File: src/rtl/pbs_pkg.sv
// Shared types and constants for the battle datapath front end:
// move encoding, move stat tables and GARO lane seeding.
package pbs_pkg;

  typedef logic [1:0] move_t;

  localparam int N_LANES = 6;

  localparam logic [15:0] POLY      = 16'hB400;
  localparam logic [15:0] SEED_BASE = 16'h1D2B;
  localparam logic [15:0] SEED_STEP = 16'h9E37;
  localparam logic [15:0] SEED_ALT  = 16'hACE1;

  localparam logic [4:0] DMG_TBL [4] = '{
    5'd3, 5'd5, 5'd7, 5'd10
  };
  localparam logic [4:0] ACC_TBL [4] = '{
    5'd15, 5'd12, 5'd8, 5'd4
  };

  // An all-zero seed would lock the LFSR, so swap it out.
  function automatic logic [15:0] lane_seed(
    input int k
  );
    logic [15:0] s;
    s = SEED_BASE ^ 16'(k * int'(SEED_STEP));
    if (s == 16'h0000) s = SEED_ALT;
    return s;
  endfunction

endpackage

File: src/rtl/garo_lane.sv
// One emulated GARO bit source: a 16-bit Galois LFSR
// that can be frozen, with its low bit as the random output.
module garo_lane
  import pbs_pkg::*;
#(
  parameter logic [15:0] SEED = SEED_ALT
) (
  input  logic clk,
  input  logic rst,
  input  logic stop,
  output logic rnd
);

  logic [15:0] s;

  always_ff @(posedge clk) begin
    if (!rst) begin
      s <= SEED;
    end else if (!stop) begin
      s <= (s >> 1) ^ (s[0] ? POLY : 16'h0000);
    end
  end

  assign rnd = s[0];

endmodule

File: src/rtl/garo_move_mux.sv
// Move select and randomness front end: six GARO lanes,
// trainer mux, move stat table and the hit compare.
module garo_move_mux
  import pbs_pkg::*;
(
  input  logic       clk,
  input  logic       rst,
  input  logic       stop,
  input  logic       actr,
  input  logic [1:0] p_move,
  output logic [1:0] ai_move,
  output logic [4:0] accu_rng,
  output logic [4:0] dmg,
  output logic [4:0] accu,
  output logic       hit
);

  logic [N_LANES-1:0] bits;
  move_t              sel;
  logic [4:0]         tbl_dmg;
  logic [4:0]         tbl_acc;

  for (genvar k = 0; k < N_LANES; k++) begin : g_lane
    garo_lane #(
      .SEED (lane_seed(k))
    ) u_lane (
      .clk  (clk),
      .rst  (rst),
      .stop (stop),
      .rnd  (bits[k])
    );
  end

  assign ai_move  = bits[1:0];
  assign accu_rng = {1'b0, bits[5:2]};
  assign hit      = (accu >= accu_rng);

  always_comb begin
    tbl_dmg = DMG_TBL[0];
    tbl_acc = ACC_TBL[0];
    unique case (sel)
      2'd0: begin
        tbl_dmg = DMG_TBL[0];
        tbl_acc = ACC_TBL[0];
      end
      2'd1: begin
        tbl_dmg = DMG_TBL[1];
        tbl_acc = ACC_TBL[1];
      end
      2'd2: begin
        tbl_dmg = DMG_TBL[2];
        tbl_acc = ACC_TBL[2];
      end
      2'd3: begin
        tbl_dmg = DMG_TBL[3];
        tbl_acc = ACC_TBL[3];
      end
      default: ;
    endcase
  end

  // Pipeline keeps moving while lanes are frozen.
  always_ff @(posedge clk) begin
    if (!rst) begin
      sel  <= 2'd0;
      dmg  <= 5'd0;
      accu <= 5'd0;
    end else begin
      sel  <= actr ? ai_move : p_move;
      dmg  <= tbl_dmg;
      accu <= tbl_acc;
    end
  end

endmodule

File: config.mk
export PLATFORM = sky130hd
export DESIGN_NAME = garo_move_mux
export DESIGN_NICKNAME = d
export VERILOG_FILES = /design/src/rtl/pbs_pkg.sv /design/src/rtl/garo_lane.sv /design/src/rtl/garo_move_mux.sv
export SDC_FILE = /design/constraint.sdc
export NUM_CORES = 1
export LEC_CHECK = 0
export ABC_AREA = 1
export CAP_MARGIN = 20
export CORE_UTILIZATION = 58
export DETAILED_ROUTE_END_ITERATION = 16
export PLACE_DENSITY = 0.81
export SETUP_SLACK_MARGIN = 0.1
export SLEW_MARGIN = 20
export SYNTH_ARGS = -nofsm -noshare
export SYNTH_HDL_FRONTEND = slang
export SYNTH_SLANG_ARGS = --single-unit
File: constraint.sdc
create_clock -name clk -period 1.5 [get_ports clk]
set_input_delay 0.225 -clock clk [delete_from_list [all_inputs] [get_ports clk]]
set_output_delay 0.225 -clock clk [all_outputs]
set_load 0.03 [all_outputs]
# ---- Word-level counts from Yosys, hierarchy flattened
# Index checks and enable logic that the tools add are counted.
dict set report totals {
  regBits 108
  output_inout_bits 18
  in_bits 6
  wordCells 29
}
dict set report classes {
  n_eq_ne 3
  bitwise_logic 6
  n_reduce_logical 1
  n_lt_le_gt_ge 1
  mux 9
}
# op n
set op_table {}
lappend op_table {{16-bit 2-to-1 mux} 6}
lappend op_table {{15-bit by 16-bit XOR with 16-bit output} 6}
lappend op_table {{5-bit case mux with 4 select lines} 2}
lappend op_table {{5-bit by 4-bit greater-or-equal comparator with 1-bit output} 1}
lappend op_table {{2-bit == test (second input constant)} 2}
lappend op_table {{2-bit by 1-bit == test with 1-bit output (second input constant)} 1}
lappend op_table {{2-bit logical NOT} 1}
lappend op_table {{2-bit 2-to-1 mux} 1}

# ---- Logic depth before layout (Yosys ltp)
# Gate-level depths: netlist of run 1.
dict set report logic_depth {
  depth_word 2
  depth_mapped 7
}

# ---- Cells and area by module
# From an unflattened synthesis of run 1, not the netlist that was laid out.
dict set report unflattened {
  hier_cells 535
  area_unflattened_um2 4165.2
}
# module instances cells_each area_each_um2 seq_area_each_um2
set by_module_without_submodules {}
lappend by_module_without_submodules {{garo_lane (g_lane[3].u_lane)} 1 80 643.1 320.3}
lappend by_module_without_submodules {{garo_lane (g_lane[5].u_lane)} 1 81 643.1 320.3}
lappend by_module_without_submodules {{garo_lane (g_lane[1].u_lane)} 1 81 624.3 320.3}
lappend by_module_without_submodules {{garo_lane (g_lane[2].u_lane)} 1 80 615.6 320.3}
lappend by_module_without_submodules {{garo_lane (g_lane[0].u_lane)} 1 78 599.3 320.3}
lappend by_module_without_submodules {{garo_lane (g_lane[4].u_lane)} 1 79 598.1 320.3}
lappend by_module_without_submodules {garo_move_mux 1 56 441.7 160.2}

# ---- Worst setup path after synthesis of run 1
# No wires, ideal clock.
dict set report synth_timing {
  path_type {register to output}
  start {register accu[1]}
  end {output hit}
  required_ns 1.275
  arrival_time_ns 1.260
  path_slack_ns 0.015
  stages_incl_launch_ff 7
  n_path_buf 0
  path_cell_list {dfxtp_1 > inv_1 > ha_1 > inv_1 > nand2_1 > nand2_1 > nand3_1}
}
dict set report synth_between {
  elab_chain_len 1
}
# item line_no
set synth_lines {}
lappend synth_lines {{start, declared} garo_move_mux.sv:14} ;# output logic [4:0] accu,
lappend synth_lines {{start signal, assigned} garo_move_mux.sv:71} ;# accu <= tbl_acc;
lappend synth_lines {{5-bit by 4-bit greater-or-equal comparator with 1-bit output} garo_move_mux.sv:36} ;# assign hit = (accu >= accu_rng);
lappend synth_lines {{end, declared} garo_move_mux.sv:15} ;# output logic hit
# No other way between the ends.

# ---- Worst setup path after layout of run 1
dict set report layout_timing {
  start {register g_lane[3].u_lane.s[0]}
  end {output hit}
}
dict set report layout_between {
  elab_chain_len 1
}
# item line_no
set layout_lines {}
lappend layout_lines {{start, declared} garo_lane.sv:14} ;# logic [15:0] s;
lappend layout_lines {{start signal, assigned} garo_lane.sv:20} ;# s <= (s >> 1) ^ (s[0] ? POLY : 16'h0000);
lappend layout_lines {{5-bit by 4-bit greater-or-equal comparator with 1-bit output} garo_move_mux.sv:36}
# No other way between the ends.

==> results of run 1 <==
cell type report:
cell class / instances / area, sq um / area share, %
Multi-Input combinational cell: 338 / 1605 / 35.75
Clock inverter: 5 / 32.53 / 0.7244
Tap cell: 96 / 120.1 / 2.675
Sequential cell: 104 / 2088 / 46.50
Timing Repair Buffer: 38 / 320.3 / 7.133
Clock buffer: 11 / 141.4 / 3.149
Inverter: 48 / 182.7 / 4.068
worst paths after layout:
check	end	slack [ns]	cells after the start	start
hold / removal	g_lane[3].u_lane.s[14]	0.31	3	rst
setup reg to reg	dmg[2]	0.52	4	sel[0]
setup / recovery	hit	-0.15	7	g_lane[3].u_lane.s[0]
hold reg to reg	g_lane[2].u_lane.s[2]	0.45	2	g_lane[2].u_lane.s[3]
state kept, by name, summed over array words and instances, names as in the netlist:
signal	count
accu	2
dmg	4
g_lane.u_lane.s	96
sel	2
power by group through the flow:
stage | logic, uW | registers [uW] | clock network (uW)
2_1_floorplan | 536 | 3140 | 0
3_3_place_gp | 665 | 3130 | 0
3_5_place_dp | 694 | 3140 | 0
4_1_cts | 706 | 3080 | 1570
5_1_grt | 799 | 3110 | 1700
6_report | 700 | 3080 | 1520
cell usage after synthesis:
| library cell | count |
|---|---|
| inv_4 | 1 |
| buf_4 | 15 |
| ha_1 | 9 |
| nand3_2 | 2 |
| dfxtp_1 | 104 |
| nand3_1 | 46 |
| nor2_1 | 70 |
| buf_8 | 1 |
| nand2_1 | 128 |
| buf_2 | 9 |
| a21oi_1 | 29 |
| o21ai_0 | 44 |
| conb_1 | 1 |
| clkbuf_2 | 1 |
| inv_1 | 47 |
| o211ai_2 | 7 |
| clkbuf_1 | 11 |
| buf_6 | 6 |
tightest hold or removal path, delay by kind of cell:
family	cells	cell delay (ns)
compound gates	1	0.08
buf+inv	2	0.32
metal layers:
| metal | up-vias | track usage (%) | wire (um) |
|---|---|---|---|
| met5 | - | 0 | 0 |
| met2 | 49 | 36.15 | 3390 |
| met3 | 7 | 4.000 | 249 |
| li1 | 1673 | - | - |
| met1 | 1415 | 25.99 | 3411 |
| met4 | 0 | 6.515 | 53 |
per-stage QoR:
stage | hold slack [ns] | TNS (ns) | utilization (%)
after floorplan | 0.3185 | 0 | -
after global placement | 0.4362 | 0 | 62.75
after detailed placement | 0.4410 | -0.002259 | 62.75
after CTS | 0.2940 | -0.2136 | 65.99
after global routing | 0.3069 | -0.2519 | 65.73
final | 0.3104 | -0.1471 | 65.73
kinds of logic after synthesis:
logic type      Yosys count
other cells               1
fa+ha+maj                 9
simple gates            246
compound gates           80
buf+inv                  91
flops                   104
what timing repair did:
item / 4_1_cts / 5_1_grt
buffers inserted: 3 / 0
resized for setup: 30 / 10
pin swaps: 1 / 1
setup endpoints to repair: 15 / 8
==> results, run 1 <==
- Setup repair after global routing could not meet its margin everywhere.
- For the worst setup path, the data required time is 1.27 ns.
- The clock transition at the registers of the reported paths is 0.09 ns.
- The checks that failed: negative setup slack.
- Clock tree synthesis inserted a total of 9 buffers.
- The detailed placer's ending HPWL is 4628 um.
- After detailed routing, the number of vias per cell comes to 4.913.
- The synthesized netlist devotes 11.01% of its cell area to compound gates.
- The maximum number of buffers from clock root to sink is 2.
- The type of element launching the critical path is a register.
- The CTS tree is done.
- After the first detailed-routing iteration, the DRC count stood at 162.
- Entering global routing, the biggest net connects 42 pins.
- The core region area is between 6000 and 7000 sq um.
- In this run the cell area of the synthesized design comes to 4114 sq um.
- Synthesis instantiated 18 different standard cells from the library.
- For this design, the slowest cell found on the critical path is dfxtp_2.
- After layout, the design draws a total of between 5000 and 6000 uW.
- The floorplan step defined a die boundary enclosing 7434 sq um.
- Global routing used 20.75% of the available tracks across all layers.
- Data on the critical path arrives at its endpoint at approximately 1.4 ns.
- The internal cell power is about 3900 uW.
- The post-synthesis to final-layout area growth is 9.155%.
- The cell taking the most area after synthesis is dfxtp_1.
- The most frequent standard cell in the layout excluding fill and tap cells is nand2_1.
- The layout net count is 554.
- The clock sink total is 104.
- The critical path's largest stage delay is 0.37 ns.
- The count of endpoints failing hold in the final timing report is 0.
- Setup violations remaining at the end of the flow were counted as 1.
- The chip height is 86.22 um.
- After synthesis, the mean cell area works out to a little under 8 sq um.
- The share of total power consumed by net switching is 26.80%.
- Summing the areas of all and, or, nand and nor instances in the mapped netlist gives 24.15% of the synthesized area.
- The flip-flop and latch count after synthesis is 104.
- The sequential share of power is between 50% and 60%.
- The worst-case clock skew is 0.01056 ns.
- The total routed wirelength is roughly 7100 um.
- After filler insertion, the fill cell instance count of the layout stands at 567.
- The run finished, with violations left.
- Summing the sequential cell areas from Yosys gives 50.61% of the chip area.
- The repair_antennas step left the layout with diodes totalling 0.
- The portion of the clock cycle consumed by the worst path in the final layout is 109.8%.
- In this run the biggest area consumer among cell types represents 50.61% of the synthesized area.
- The max-cap violation count is 0.
- The routability-driven placement congestion ratio is 0.7203.
- The main combinational cell family by area after synthesis is simple AND/OR/NAND/NOR gates.
- The post-detailed-route DRC marker count is 0.
- The final max-slew violation count is 0.
- The portion of synthesized area spent on multiplexers is 0%.
- Combinational cells account for between 10% and 20% of the total power.
- The first global-routing pass estimated roughly 12000 um of wire.
- Sorting the synthesized cells by area gives the leading types as dfxtp_1 (51%), nand2_1 (12%), nor2_1 (6.4%), nand3_1 (5.6%), o21ai_0 (5.4%).
- After floorplanning, the core was divided into 30 placement rows.
- Of the total synthesized cell area, the portion taken by full adders, half adders and majority gates is roughly 2.7%.
- The path type of the worst setup path is reg2out.
- Buffers inserted to repair hold after CTS numbered 0.
- Along the worst path, the maximum fanout reaches 3.
- The initial antenna violation count is 0.
- The maximum operating frequency is 607.1 MHz.
- The finished cells cover 4491 sq um.
- The path class of the tightest hold or removal check is in2reg.
- The die is 86.22 um wide.
- The endpoint type of the worst setup path is an output port.
- The number of port buffers is 20.
- In this run the count of I/O pins placed on the die edge is 24.
- The tree is rooted in a clkbuf_8.
- The number of instances in the synthesized netlist is 531.
- The initial core utilization is between 60 and 70%.
- The cell area reported after detailed placement is 4287 sq um.
- Clock latency on the worst-skew pair, taken at its later pin, is around 0.35 ns.
- The routed design could run at a clock period as short as approximately 1.6 ns.
- In the final layout, the share of cells above drive strength 1 is between 10% and 20%.
- Once detail routing completed, the nets flagged for antenna violations numbered 0.
- The worst-case setup margin in the final layout is -0.1471 ns.
- After Yosys synthesis, XOR and XNOR cells account for 0% of the synthesized area.
- The cell type group with the largest total delay on the critical path is flip-flops.
- The count of vias placed by the detailed router is 3144.
- The library cells used most frequently in the layout, excluding fill and tap cells, are nand2_1 (127), dfxtp_1 (99), nor2_1 (69).
- Power spread over the standard cell area amounts to 1180 nW/um^2.
- In the final routed layout, each cell accounts on average for 11.10 um.
- Together, buffers and inverters on the worst path number 2.
- The total overflow reported by the global router is 0.
- Including well taps, the total number of placed cells is just over 600.
- The number of global-route vias before repair is between 2000 and 3000.
- VDD sags by at most 0.5027 mV.
- The share of total power dissipated in the clock network is around 29%.
- Traced cell by cell, the critical path runs through inv_2 > ha_1 > nand2_1 > nor2_2 > nand2_2 > nand3_2 > buf_6.
- In this run the static leakage power is 0.002168 uW.
- The count of placed standard cells in the final layout, fillers left out is 640.
- The first detailed-routing pass ran for 4 iterations.
- The Yosys warning count is 0.
- The H-tree was split into 3 levels.
- The worst-case setup slack after placement is -0.002259 ns.
- For this design the total switching power over the nets is 1421 uW.
Note: power is estimated with default switching activity, not from simulation.
==> run 2: changes to the inputs <==
--- a/config.mk
+++ b/config.mk
@@ -8,7 +8,7 @@
 export ABC_AREA = 1
 export CAP_MARGIN = 20
-export CORE_UTILIZATION = 58
+export CORE_UTILIZATION = 41
 export DETAILED_ROUTE_END_ITERATION = 16
-export PLACE_DENSITY = 0.81
+export PLACE_DENSITY = 0.61
 export SETUP_SLACK_MARGIN = 0.1
 export SLEW_MARGIN = 20
==> constraint.sdc (replaced) <==
create_clock -name clk -period 1.5 [get_ports clk]
set_input_delay 0.225 -clock clk [delete_from_list [all_inputs] [get_ports clk]]
set_output_delay 0.225 -clock clk [all_outputs]
set_load 0.1 [all_outputs]
==> results, run 2 (synthesis gave the netlist of run 1 again) <==
- The run finished, with violations left.
- The checks that failed: negative setup slack.
- The maximum resistive drop on vdd is 0.4850 mV.
- The max-cap violation count is 0.
- The initial antenna violation count is 0.
- The portion of total power attributed to combinational logic is 17.0%.
- Buffers placed on the I/O ports in this run total 20.
- More flip-flops sit in one register than any other, and that register is g_lane.u_lane.s.
- The endpoint type of the worst setup path is an output port.
- In this run, the number of DRC markers left after iteration 0 of detailed routing was about 180.
- The later-pin clock latency in the skew report is about 0.36 ns.
- The share of total power consumed by net switching is between 20 and 30%.
- After routing, the total negative slack on setup checks comes to -0.1891 ns.
- TritonCTS built the clock tree.
- Once the floorplan was initialized, standard cells occupied between 40% and 50% of the core.
- Once detailed placement completed, the half-perimeter wirelength came to 4318 um.
- Entering global routing, the biggest net connects 77 pins.
- The chip height is slightly above 100 um.
- The number of rows created at floorplan is 36.
- The min-delay analysis places its worst path in the category in2reg.
- Summed over all nets, the switching power comes to approximately 1700 uW.
- 0 antenna diodes ended up in the layout.
- The maximum operating frequency is about 590 MHz.
- The fraction of layout instances using a drive strength above 1 is 14.84%.
- The post-cts hold buffer count is 0.
- For this run, global-route usage on met3 was measured as 2.531%.
- From synthesis to final layout, the design area changed by 17.24%.
- For the final database, setup skew stands at 0.007904 ns.
- The required time at the worst-slack endpoint is approximately 1.3 ns.
- The internal power of the cells totals 4234 uW.
- The layout net count is ~560.
- The total overflow reported by the global router is 0.
- For the worst setup path, the data arrival time is 1.46 ns.
- The number of clock buffers inserted by TritonCTS is 9.
- The register-to-register setup slack is 0.48 ns.
- The fraction of met2 tracks used by global routing is 22.72%.
- The number of setup violations in the final report is 1.
- The register with the most flip-flops in the layout has 96 of them.
- Global routing used 14.96% of the available tracks across all layers.
- The iteration count of the initial detailed-routing pass is 5.
- The clock drives 104 sinks.
- Global routing used 20.12% of the available met1 tracks.
- In the layout the commonest cells are nand2_1 (126), dfxtp_1 (98), nor2_1 (69).
- The first global-routing pass estimated 12320 um of wire.
- In this run the critical register-to-register path is captured at g_lane[2].u_lane.s[10].
- The routability-driven placement congestion ratio is 0.7421.
- Following the worst setup path forward leads to its endpoint at hit.
- The worst register-to-register path begins at g_lane[2].u_lane.s[0].
- The most frequent standard cell in the layout excluding fill and tap cells is nand2_1.
- After detailed routing, the number of remaining DRC violations is 0.
- The count of endpoints failing hold in the final timing report was 0.
- The critical path starts at g_lane[5].u_lane.s[0].
- On the final layout, the worst hold slack is 0.2981 ns.
- Counting cells, the worst reg-to-reg path comes to 6.
- Summing over every cut layer, the via total after detailed routing is 3057.
- Setup repair after global routing could not meet its margin everywhere.
- STA classifies the critical path startpoint as a register.
- The total routed wirelength is between 7000 and 8000 um.
- The average vias per placed instance is 4.502.
- The worst-case setup margin in the final layout is -0.1891 ns.
- The number of global-route vias before repair is around 2800.
- The I/O pin count is 24.
- The critical path is of the reg2out type.
- The smallest clock period supported by the final layout is computed as 1.689 ns.
- The power density over cell area is between 1000 and 1500 nW/um^2.
- The die covers 10440 sq um.
- The filler cell count is 945.
- The portion of the clock cycle consumed by the worst path in the final layout is 112.6%.
- The final max-slew violation count is 0.
- Sequential cells account for 52.2% of the total power.
- The maximum number of buffers from clock root to sink is 2.
- The clock transition at the registers of the reported paths is 0.09 ns.
- The busiest layer in global routing is met2.
- The clock root buffer is clkbuf_8.
- The core region area is 9729 sq um.
- Prior to clock tree synthesis, the placed netlist has a worst setup slack of 0.1297 ns.
- In the final layout, the registers with the most flip-flops are g_lane.u_lane.s (96), dmg (4).
- In this run, the clock network consumes a little under a third of the power.
- The standby leakage power is about 0.0023 uW.
- The die boundary width is 102.2 um.
- The CTS H-tree depth is 3.
- Of all nets on the critical path, the largest fanout is 2.
- In this run the remaining antenna-violating nets after routing total 0.
- Dividing the detail-routed wire length by the instance count gives roughly 10 um.
[run 2: cell types whose count changed in the layout (fill, tap and decap cells not counted), moves of 2 or more]
cell and change:
dfxtp_4 +3, buf_4 +2, clkdlybuf4s15_1 -2, inv_2 +2, buf_12 +15, clkinv_2 -3
clkbuf_2 -5, ha_1 -2, dlygate4sd2_1 -6, inv_1 -2, clkbuf_16 +2, ha_4 +2
dfxtp_2 -2
[run 2: what timing repair did]
| item | 4_1_cts | 5_1_grt |
|---|---|---|
| pin swaps | 6 | 3 |
| hold endpoints to repair | 0 | 0 |
| setup endpoints to repair | 1 | 1 |
| resized for setup | 9 | 2 |
| setup buffers | 3 | 2 |
| cloned | 0 | 0 |
[run 2: worst max-delay path, stage by stage (launching register included)]
cell,delay [ns]
dfxtp_2,0.34
inv_2,0.05
ha_4,0.26
inv_2,0.03
nor2_2,0.10
nand2_2,0.08
nand3_4,0.07
buf_12,0.17
[run 2: power groups by stage]
stage	Sequential [uW]	Combinational, uW	Clock (uW)
2_1_floorplan	3200	675	0
3_3_place_gp	3140	955	0
3_5_place_dp	3150	972	0
4_1_cts	3080	1000	1880
5_1_grt	3110	1110	1960
6_report	3080	1000	1820
[run 2: stage by stage]
stage,cells,utilization (%),total power [uW],area [sq um]
3_3_place_gp,658,46.57,4093,4531
6_report,679,49.58,5898,4823
2_1_floorplan,533,-,3876,4173
4_1_cts,677,49.42,5966,4808
3_5_place_dp,658,46.57,4119,4531
5_1_grt,679,49.58,6184,4823
[run 2: worst min-delay path by stage]
stage,startpoint,to,slack (ns),cells after the start
3_5_place_dp,g_lane[1].u_lane.s[3],g_lane[1].u_lane.s[2],0.44,2
2_1_floorplan,actr,sel[0],0.32,1
3_3_place_gp,g_lane[3].u_lane.s[4],g_lane[3].u_lane.s[3],0.44,2
5_1_grt,rst,g_lane[5].u_lane.s[11],0.30,3
4_1_cts,rst,g_lane[5].u_lane.s[11],0.28,3
6_report,rst,g_lane[5].u_lane.s[11],0.30,3
[run 2: layout make-up]
type	instances	area, sq um	area share [%]
flip-flops and latches	104	2097	43.48
multi-input cells	338	1640	34.01
repair buffers	40	515.5	10.69
clock buffers	14	205.2	4.254
inverters	48	182.7	3.787
well taps	133	166.4	3.450
clock inverters	2	16.27	0.3372
[run 2: routing by layer]
metal | part of all wire (%) | up-vias
met4 | 1.6 | 0
met2 | 42 | 55
li1 | - | 1667
met1 | 52 | 1326
met3 | 3.6 | 9
met5 | 0 | -
